<file path="src/rtl/poly_sound_generator_pkg.sv">
// Shared definitions for the poly_sound_generator voices: channel FSM encoding
// and the layout of a song ROM word {ticks, duration}.
package poly_sound_generator_pkg;

  typedef enum logic [2:0] {
    ST_IDLE  = 3'd0,
    ST_FETCH = 3'd1,
    ST_WAIT  = 3'd2,
    ST_PLAY  = 3'd3,
    ST_DONE  = 3'd4
  } ch_state_t;

  // Duration sits in the low bits of a note word, ticks directly above it.
  localparam int DUR_LSB    = 0;
  localparam int END_MARKER = 0;  // duration value that terminates a song
  localparam int REST       = 0;  // ticks value that keeps the voice silent

  function automatic int ticks_lsb(input int dur_w);
    return DUR_LSB + dur_w;
  endfunction

endpackage

</file>
<file path="src/rtl/poly_sound_generator_sound_channel.sv">
// One voice: walks its song ROM, times each note in tempo beats and
// produces a square wave whose half-period is the note's tick count.
module sound_channel
  import poly_sound_generator_pkg::*;
#(
  parameter int ADDR_W = 8,
  parameter int TICK_W = 18,
  parameter int DUR_W  = 3
) (
  input  logic                    clk,
  input  logic                    clr_n,
  input  logic                    play,
  input  logic                    start,
  input  logic                    loop,
  input  logic                    beat,
  input  logic [TICK_W+DUR_W-1:0] note_data,
  output logic [ADDR_W-1:0]       addr,
  output logic                    sound,
  output logic                    done,
  output ch_state_t               state
);

  localparam int TICK_LSB = ticks_lsb(DUR_W);

  logic [TICK_W-1:0] word_ticks;
  logic [DUR_W-1:0]  word_dur;
  logic [TICK_W-1:0] ticks;
  logic [TICK_W-1:0] tone_cnt;
  logic [DUR_W-1:0]  dur_cnt;

  // ROM handshake: addr is held stable through FETCH and note_data is
  // treated as valid only on the clock edge that ends WAIT.
  assign word_ticks = note_data[TICK_LSB +: TICK_W];
  assign word_dur   = note_data[DUR_LSB +: DUR_W];

  always_ff @(posedge clk or negedge clr_n) begin
    if (!clr_n) begin
      state    <= ST_IDLE;
      addr     <= '0;
      ticks    <= '0;
      tone_cnt <= '0;
      dur_cnt  <= '0;
      sound    <= 1'b0;
      done     <= 1'b0;
    end else if (start) begin
      state    <= ST_FETCH;
      addr     <= '0;
      tone_cnt <= '0;
      sound    <= 1'b0;
      done     <= 1'b0;
    end else if (!play) begin
      // Paused: everything holds except the tone phase, which restarts low.
      sound    <= 1'b0;
      tone_cnt <= '0;
    end else begin
      case (state)
        ST_IDLE:  state <= ST_FETCH;
        ST_FETCH: state <= ST_WAIT;
        ST_WAIT: begin
          if (word_dur == DUR_W'(END_MARKER)) begin
            if (loop) begin
              addr  <= '0;
              state <= ST_FETCH;
            end else begin
              done  <= 1'b1;
              sound <= 1'b0;
              state <= ST_DONE;
            end
          end else begin
            ticks    <= word_ticks;
            dur_cnt  <= word_dur;
            tone_cnt <= '0;
            sound    <= 1'b0;
            state    <= ST_PLAY;
          end
        end
        ST_PLAY: begin
          if (beat && dur_cnt == DUR_W'(1)) begin
            addr     <= addr + ADDR_W'(1);
            sound    <= 1'b0;
            tone_cnt <= '0;
            state    <= ST_FETCH;
          end else begin
            if (beat) dur_cnt <= dur_cnt - DUR_W'(1);
            if (ticks != TICK_W'(REST)) begin
              if (tone_cnt == ticks - TICK_W'(1)) begin
                tone_cnt <= '0;
                sound    <= ~sound;
              end else begin
                tone_cnt <= tone_cnt + TICK_W'(1);
              end
            end
          end
        end
        ST_DONE:  state <= ST_DONE;
        default:  state <= ST_IDLE;
      endcase
    end
  end

endmodule

</file>
<file path="src/rtl/poly_sound_generator.sv">
// Multi-voice tone sequencer: shared tempo divider plus NUM_CH independent
// sound_channel voices, each reading its own slice of the song ROM bus.
module poly_sound_generator
  import poly_sound_generator_pkg::*;
#(
  parameter int NUM_CH   = 2,
  parameter int ADDR_W   = 8,
  parameter int TICK_W   = 18,
  parameter int DUR_W    = 3,
  parameter int BEAT_DIV = 6250000
) (
  input  logic                             clk,
  input  logic                             clr_n,
  input  logic                             play,
  input  logic                             start,
  input  logic                             loop,
  output logic [NUM_CH*ADDR_W-1:0]         note_addr,
  input  logic [NUM_CH*(TICK_W+DUR_W)-1:0] note_data,
  output logic [NUM_CH-1:0]                sound,
  output logic [NUM_CH-1:0]                done,
  output logic                             beat,
  output logic [NUM_CH-1:0][2:0]           dbg_state
);

  localparam int NOTE_W = TICK_W + DUR_W;
  localparam int BEAT_W = (BEAT_DIV > 1) ? $clog2(BEAT_DIV) : 1;
  localparam logic [BEAT_W-1:0] BEAT_LAST = BEAT_W'(BEAT_DIV - 1);

  logic [BEAT_W-1:0] beat_cnt;

  always_ff @(posedge clk or negedge clr_n) begin
    if (!clr_n) begin
      beat_cnt <= '0;
    end else if (start) begin
      beat_cnt <= '0;
    end else if (play) begin
      beat_cnt <= (beat_cnt == BEAT_LAST) ? '0 : beat_cnt + BEAT_W'(1);
    end
  end

  // Strobe marks the wrap cycle; it is silent while paused or restarting.
  assign beat = play & ~start & (beat_cnt == BEAT_LAST);

  for (genvar k = 0; k < NUM_CH; k++) begin : g_ch
    sound_channel #(
      .ADDR_W (ADDR_W),
      .TICK_W (TICK_W),
      .DUR_W  (DUR_W)
    ) u_ch (
      .clk       (clk),
      .clr_n     (clr_n),
      .play      (play),
      .start     (start),
      .loop      (loop),
      .beat      (beat),
      .note_data (note_data[k*NOTE_W +: NOTE_W]),
      .addr      (note_addr[k*ADDR_W +: ADDR_W]),
      .sound     (sound[k]),
      .done      (done[k]),
      .state     (dbg_state[k])
    );
  end

endmodule

</file>
<file path="config.mk">
export PLATFORM = sky130hd
export DESIGN_NAME = poly_sound_generator
export DESIGN_NICKNAME = d
export VERILOG_FILES = /design/src/rtl/poly_sound_generator_pkg.sv /design/src/rtl/poly_sound_generator_sound_channel.sv /design/src/rtl/poly_sound_generator.sv
export SDC_FILE = /design/constraint.sdc
export NUM_CORES = 1
export LEC_CHECK = 0
export ABC_AREA = 1
export ABC_CLOCK_PERIOD_IN_PS = 2220
export CAP_MARGIN = 20
export CORE_MARGIN = 10
export CORE_UTILIZATION = 35
export CTS_BUF_LIST = sky130_fd_sc_hd__clkbuf_4 sky130_fd_sc_hd__clkbuf_8
export DETAILED_ROUTE_END_ITERATION = 12
export PLACE_DENSITY_LB_ADDON = 0.25
export SETUP_SLACK_MARGIN = 0.5
export SLEW_MARGIN = 40
export SYNTH_ARGS = -nofsm -noshare
export SYNTH_HDL_FRONTEND = slang
export SYNTH_SLANG_ARGS = --single-unit
</file>
<file path="constraint.sdc">
create_clock -name clk -period 2.22 [get_ports clk]
set_input_delay 0.444 -clock clk [delete_from_list [all_inputs] [get_ports clk]]
set_output_delay 0.444 -clock clk [all_outputs]
set_load 0.03 [all_outputs]
</file>
==> results of run 1 <==
[metrics by stage]
| stage | cells | power, mW | hold WS (ns) | util |
|---|---|---|---|---|
| after global placement | 1649 | 6.200 | 0.3972 | 0.4217 |
| after global routing | 1744 | 9.596 | 0.4881 | 0.4836 |
| final | 1744 | 8.926 | 0.4598 | 0.4836 |
| after CTS | 1715 | 8.714 | 0.4628 | 0.4602 |
| after detailed placement | 1649 | 6.229 | 0.3979 | 0.4217 |
| after floorplan | 1216 | 5.297 | 0.1484 | - |
[synth_stat cells, types with 16 or more instances]
cell     instances  share of area
nor2_2          27          0.020
a21oi_1         44          0.026
nand4_1         24          0.017
dfrtp_1        127           0.37
inv_1          150          0.065
o21ai_0         58          0.034
xor2_1          21          0.021
nand2_1        318           0.14
nand3_1         86          0.050
nor3_1          26          0.015
xnor2_1         23          0.023
nor2_4          16          0.021
nor2_1         159          0.069
[kinds of logic after synthesis]
family / after synthesis / share of synthesized area
DFF: 127 / 0.3697
AOI/OAI and AO/OA: 131 / 0.08500
xor gates and xnor gates: 44 / 0.04483
adders and majority gates: 11 / 0.01601
and+or+nand+nor: 703 / 0.3807
buffers and inverters: 191 / 0.09198
muxes: 9 / 0.01179
[worst paths after layout]
path                                                          to  cells after the start  slack (ns)                                 from
setup reg to reg           g_ch[0].u_ch.tone_cnt[14]$_DFFE_PN0P_                     15        0.04              beat_cnt[1]$_DFFE_PN0P_
max in group asynchronous       g_ch[0].u_ch.addr[0]$_DFFE_PN0P_                      3        1.06                                clr_n
min in group clk             g_ch[0].u_ch.dur_cnt[1]$_DFFE_PN0P_                      2        0.49  g_ch[0].u_ch.dur_cnt[1]$_DFFE_PN0P_
hold / removal                g_ch[0].u_ch.ticks[16]$_DFFE_PN0P_                      2        0.46                                clr_n
setup / recovery                                            beat                      8        0.02              beat_cnt[1]$_DFFE_PN0P_
hold reg to reg              g_ch[0].u_ch.dur_cnt[1]$_DFFE_PN0P_                      2        0.49  g_ch[0].u_ch.dur_cnt[1]$_DFFE_PN0P_
[timing repair]
item	in CTS	in global routing
cloned	5	1
hold buffers	1	0
gates resized for setup	144	121
endpoints found under the setup margin	115	124
pin swaps	33	33
endpoints found under the hold margin	38	0
setup buffers	29	28
[final cells by class]
class / instances / area, um^2 / share of cell area
inverters: 164 / 650.6 / 0.05548
flip-flops and latches: 127 / 3197 / 0.2726
repair inverters: 4 / 33.78 / 0.002881
multi-input cells: 898 / 5219 / 0.4451
well taps: 324 / 405.4 / 0.03457
repair buffers: 196 / 1810 / 0.1544
clock buffers: 23 / 304.0 / 0.02593
clock inverters: 8 / 106.4 / 0.009070
[registers in the layout, summed over array words and instances (netlist names)]
name / cells
beat_cnt: 23
g_ch.u_ch.ticks: 36
g_ch.u_ch.state: 6
g_ch.u_ch.sound: 2
g_ch.u_ch.dur_cnt: 6
g_ch.u_ch.tone_cnt: 36
g_ch.u_ch.done: 2
g_ch.u_ch.addr: 16
[power by group]
group / internal [mW] / switching (mW) / leakage [nW]
sequential: 2.74 / 0.518 / 1.62
clock: 1.14 / 0.985 / 0.205
combinational: 1.58 / 1.97 / 3.30
total: 5.46 / 3.47 / 5.13
[metal layers]
metal	routed length, um	vias to the layer above
li1	-	4275
met1	11630	3974
met3	1167	16
met5	0	-
met2	11630	146
met4	299	0
==> metrics.cfg, run 1 <==
[sta]
clock_skew_ns=0.02352
fmaxAchievable_mhz=453.6
period_share=0.9931
slew_violations=0
post-route-min-period_ns=2.205
finalSetupViolations=0
grt_setup_unrepaired=yes
timing.final.ws_setup_ns=0.01538
setup_tns_ns=0
tightestPinTransition_ns=0.4484
finalHoldViolations=0
relSlewSlack=0.7011

[worst_hold_path]
min_path_type=in -> async

[setup_path]
worst_setup_path_end_kind=output pin
critPathArrivalTime_ns=1.76
cp_cell_sequence=ha_2, nand2_2, nor2_4, nand3_2, nor2_4, nand2_2, nor2_4, buf_12
cp_top_family=simple AND/OR/NAND/NOR gates
required_ns=1.78
cp_max_fo=2
cpMaxStageDelayCell=dfrtp_1
cpMostUsedCell=nor2_4
slowest_delay_ns=0.36
critical_path_class=reg -> out
timing.critical_path.buf_inv=1
start_kind=flop

[layout]
layout-drive-gt1-share=0.2845
antenna_cells=0
final_cell_mix=nand2_1, inv_1, nor2_1, dfrtp_1, buf_4
area_growth_pct=36.40
postLayoutCellArea_um2=11730
fill_cells=2334
final_common_cell=nand2_1
nets=1466

[yosys]
syn_area_um2=8597
synth-seq-area-share=0.3697
ys_ff_latch=127
synthCells=1216
syn-num-nets=1274
ys_warn_count=0
ys.flop_type=dfrtp_1
syn_avg_cell_area_um2=7.070
synth-edff-count=0
synthArstFlopShare=1.000
ys_types=52

[floorplanning]
die_y_um=176.7
initial_core_util=0.3545
ios=74
row_count=57
die_x_um=176.7
die-area_um2=31230
core_area_um2=24250

[route]
wl_um=24730
dr.pass1.iters=5
route.vias.total=8411
ant_nets=0
drc=0
viasPerCell=4.823
drt_iter0_markers=578
avgRoutedWirePerCell_um=14.18

[clock_tree]
cts_made_buffers=17
root_buffer=clkbuf_8
clk_latency_ns=0.46
clockBufferDepth=2
cts_tree=built
htreeDepth=4
clkTransAtPathRegs_ns=0.08
cts_sinks=127

[global_route]
globalRouteOverflowTotal=0
grtUsageTotal=0.1578
grt_util_met3=0.04075
antenna_found_initial=0
met1_usage=0.2107
top_usage_layer=met2
grtUsageMet2=0.2468
grt_pass1_vias=8001
grt_first_pass_wirelength_um=40430
grt_max_degree=43

[place]
place.gp.congestion=0.8752
place_ws_ns=-0.3593
hpwl_um=17950
postPlaceCellArea_um2=10220
io_buffers=73

[pwr]
irDropWorstVdd_v=0.0006291
p_per_area_nw_per_um2=761.2
p_leak_nw=5.129

[run]
cap_violations=0

[status]
status=finished, final reports clean

(Power assumes the default switching activity.)
==> inputs of run 2 (changes only) <==
--- a/config.mk
+++ b/config.mk
@@ -8,12 +8,12 @@
 export ABC_AREA = 1
 export ABC_CLOCK_PERIOD_IN_PS = 2220
 export CAP_MARGIN = 20
-export CORE_MARGIN = 10
+export CORE_ASPECT_RATIO = 0.75
 export CORE_UTILIZATION = 35
 export CTS_BUF_LIST = sky130_fd_sc_hd__clkbuf_4 sky130_fd_sc_hd__clkbuf_8
 export DETAILED_ROUTE_END_ITERATION = 12
 export PLACE_DENSITY_LB_ADDON = 0.25
-export SETUP_SLACK_MARGIN = 0.5
+export SETUP_SLACK_MARGIN = 0.02
 export SLEW_MARGIN = 40
 export SYNTH_ARGS = -nofsm -noshare
 export SYNTH_HDL_FRONTEND = slang
==> run 2 against run 1 <==
The run now ends with negative setup slack left. Maximum frequency decreased by 6.2%. Register-to-register slack got worse by 0.15 ns. Wire length decreased by 4.9%. Critical endpoint unchanged. Largest cell class unchanged. Largest power group is now sequential cells.
==> metrics.cfg, run 2 (synthesis gave the netlist of run 1 again) <==
[setup_path]
start_kind=flop
cp_top_family=simple AND/OR/NAND/NOR gates
cpMostUsedCell=nor2_4
slowest_delay_ns=0.37  ; about the same
cp_cell_sequence=ha_2, nand2_2, nor2_4, nand3_2, nor2_4, nand2_2, nor2_4, buf_6, buf_6
critPathArrivalTime_ns=1.91  ; +0.15 ns
crit_start=beat_cnt[0]$_DFFE_PN0P_
required_ns=1.78  ; about the same
worst_setup_path_end_kind=output pin
cp_max_fo=2  ; unchanged
reg2reg_from=beat_cnt[0]$_DFFE_PN0P_
critical_path_class=reg -> out
cpMaxStageDelayCell=dfrtp_1
timing.critical_path.buf_inv=2  ; +1

[floorplanning]
row_count=49  ; -14%
ios=74  ; unchanged
initial_core_util=0.3577  ; +0.003175
core_area_um2=24030  ; -0.89%
die-area_um2=25200  ; -19%
die_x_um=183.0  ; +3.5%
die_y_um=137.7  ; -22%

[sta]
post-route-min-period_ns=2.351  ; +0.1460 ns
relSlewSlack=0.6649  ; -0.03621
tightestPinTransition_ns=0.5027  ; +0.05431 ns
setup_tns_ns=-1.124  ; -1.124 ns
holdWs_ns=0.4745  ; +0.01473 ns
slew_violations=0  ; unchanged
timing.final.ws_setup_ns=-0.1307  ; -0.1460 ns
finalHoldViolations=0  ; unchanged
clock_skew_ns=0.01414  ; -0.009374 ns
fmaxAchievable_mhz=425.4  ; -6.2%
grt_setup_unrepaired=yes
period_share=1.059  ; +0.06578
finalSetupViolations=23  ; +23

[pwr]
p_comb_frac=0.362  ; -0.035
clock_power_share=0.265  ; +0.027
seqPwrFrac=0.373  ; +0.008
total_power_mw=8.703  ; -2.5%
p_per_area_nw_per_um2=781.3  ; +2.6%
p_sw_frac=0.3892  ; +0.0006894
p_leak_nw=4.933  ; -3.8%
irDropWorstVdd_v=0.0003971  ; -37%
power.internal_mw=5.316  ; -2.6%
power_switching_mw=3.387  ; -2.3%

[layout]
final_common_cell=nand2_1
layout-drive-gt1-share=0.1892  ; -0.09534
top_regs=g_ch.u_ch.ticks x36, g_ch.u_ch.tone_cnt x36, beat_cnt x23
antenna_cells=0  ; unchanged
nets=1430  ; -2.5%
area_growth_pct=29.57
final_cell_mix=nand2_1, nor2_1, inv_1, dfrtp_1, nand3_1
fill_cells=2438  ; +4.5%

[place]
hpwl_um=17270  ; -3.8%
place.gp.congestion=0.8568  ; -2.1%
io_buffers=73  ; unchanged
place_ws_ns=-0.1872  ; +0.1721 ns

[route]
drc=0  ; unchanged
avgRoutedWirePerCell_um=13.70  ; -3.4%
dr.pass1.iters=5  ; unchanged
wl_um=23510  ; -4.9%
route.vias.total=8244  ; -2.0%
ant_nets=0  ; unchanged
viasPerCell=4.804  ; -0.39%
drt_iter0_markers=625  ; +8.1%

[global_route]
antenna_found_initial=0  ; unchanged
grtUsageTotal=0.1884  ; +0.03068
grt_first_pass_wirelength_um=37200  ; -8.0%
globalRouteOverflowTotal=0  ; unchanged
grt_max_degree=51  ; +19%
grt_pass1_vias=7190  ; -10%

[clock_tree]
root_buffer=clkbuf_8
htreeDepth=4  ; unchanged
clk_latency_ns=0.48  ; +0.02 ns
cts_made_buffers=17  ; unchanged
clockBufferDepth=2  ; unchanged
cts_tree=built
clkTransAtPathRegs_ns=0.08  ; about the same
cts_sinks=127  ; unchanged

[worst_hold_path]
min_path_type=reg -> reg
hp-start=g_ch[0].u_ch.dur_cnt[1]$_DFFE_PN0P_

[run]
cap_violations=0  ; unchanged

[status]
status=complete, but fails checks
violations=negative setup slack

==> run 2: cell count changes in the layout (fill, tap and decap cells not counted), moves of 14 or more <==
| cell | delta |
|---|---|
| nor2_1 | +27 |
| clkdlybuf4s50_1 | +25 |
| nor2_4 | -23 |
| buf_4 | -31 |
| nand2_1 | +14 |
==> run 2: worst register-to-register path, stage by stage (launching register included) <==
cell and delay, ns:
dfrtp_1 0.37, ha_2 0.19, nand2_2 0.08, nor2_4 0.14, buf_4 0.13, buf_4 0.11, nand4_1 0.08, nor2_2 0.17
nand4_1 0.18, nand2_2 0.15, nand3_4 0.14, inv_8 0.14, clkbuf_16 0.16, nand2_1 0.05, nand2_1 0.07, nand2_1 0.06
nor2_2 0.07
==> run 2: power by group through the flow <==
stage	logic, mW	registers, mW	clock network, mW
final	3.15	3.25	2.30
after global routing	3.54	3.31	2.45
after CTS	2.96	3.24	2.35
after detailed placement	2.93	3.28	0
after global placement	2.89	3.28	0
after floorplan	1.97	3.23	0
==> run 2: repair_timing <==
action / CTS / global route
cloned: 0 / 6
resized for setup: 12 / 76
hold buffers: 1 / 0
pin swaps: 4 / 22
setup endpoints to repair: 1 / 61
setup buffers: 10 / 10
hold endpoints to repair: 47 / 0
==> run 2: through the flow <==
step,instance area (um^2),util,cells
after floorplan,8597,-,1216
after global placement,10190,0.4240,1661
after detailed placement,10190,0.4240,1661
after CTS,10750,0.4472,1704
after global routing,11140,0.4635,1716
final,11140,0.4635,1716
==> run 2: path summary, 6_finish.rpt <==
check / endpoint / slack, ns / cells past startpoint
max reg2reg: g_ch[0].u_ch.tone_cnt[16]$_DFFE_PN0P_ / -0.11 / 16
min in group asynchronous: beat_cnt[13]$_DFFE_PN0P_ / 0.49 / 2
min: g_ch[0].u_ch.dur_cnt[1]$_DFFE_PN0P_ / 0.47 / 2
max in group asynchronous: g_ch[0].u_ch.tone_cnt[12]$_DFFE_PN0P_ / 1.07 / 3
min reg2reg: g_ch[0].u_ch.dur_cnt[1]$_DFFE_PN0P_ / 0.47 / 2
max: beat / -0.13 / 9
==> run 2: cell type report <==
type                            instances  area (um^2)  area share
Clock buffer                           18        247.7     0.02224
Clock inverter                         14        188.9     0.01696
Inverter                              164        638.1     0.05728
Multi-Input combinational cell        898         4838      0.4343
Sequential cell                       127         3182      0.2856
Tap cell                              331        414.1     0.03718
Timing Repair Buffer                  163         1622      0.1456
Timing Repair inverter                  1        8.758   0.0007863
==> run 2: routing by layer <==
metal / wire length, um / vias to the layer above / GRT usage
met5: 0 / - / 0
met4: 220 / 0 / 0.04491
met3: 1350 / 17 / 0.04018
met2: 9480 / 235 / 0.2624
met1: 12460 / 3787 / 0.2896
li1: - / 4205 / -
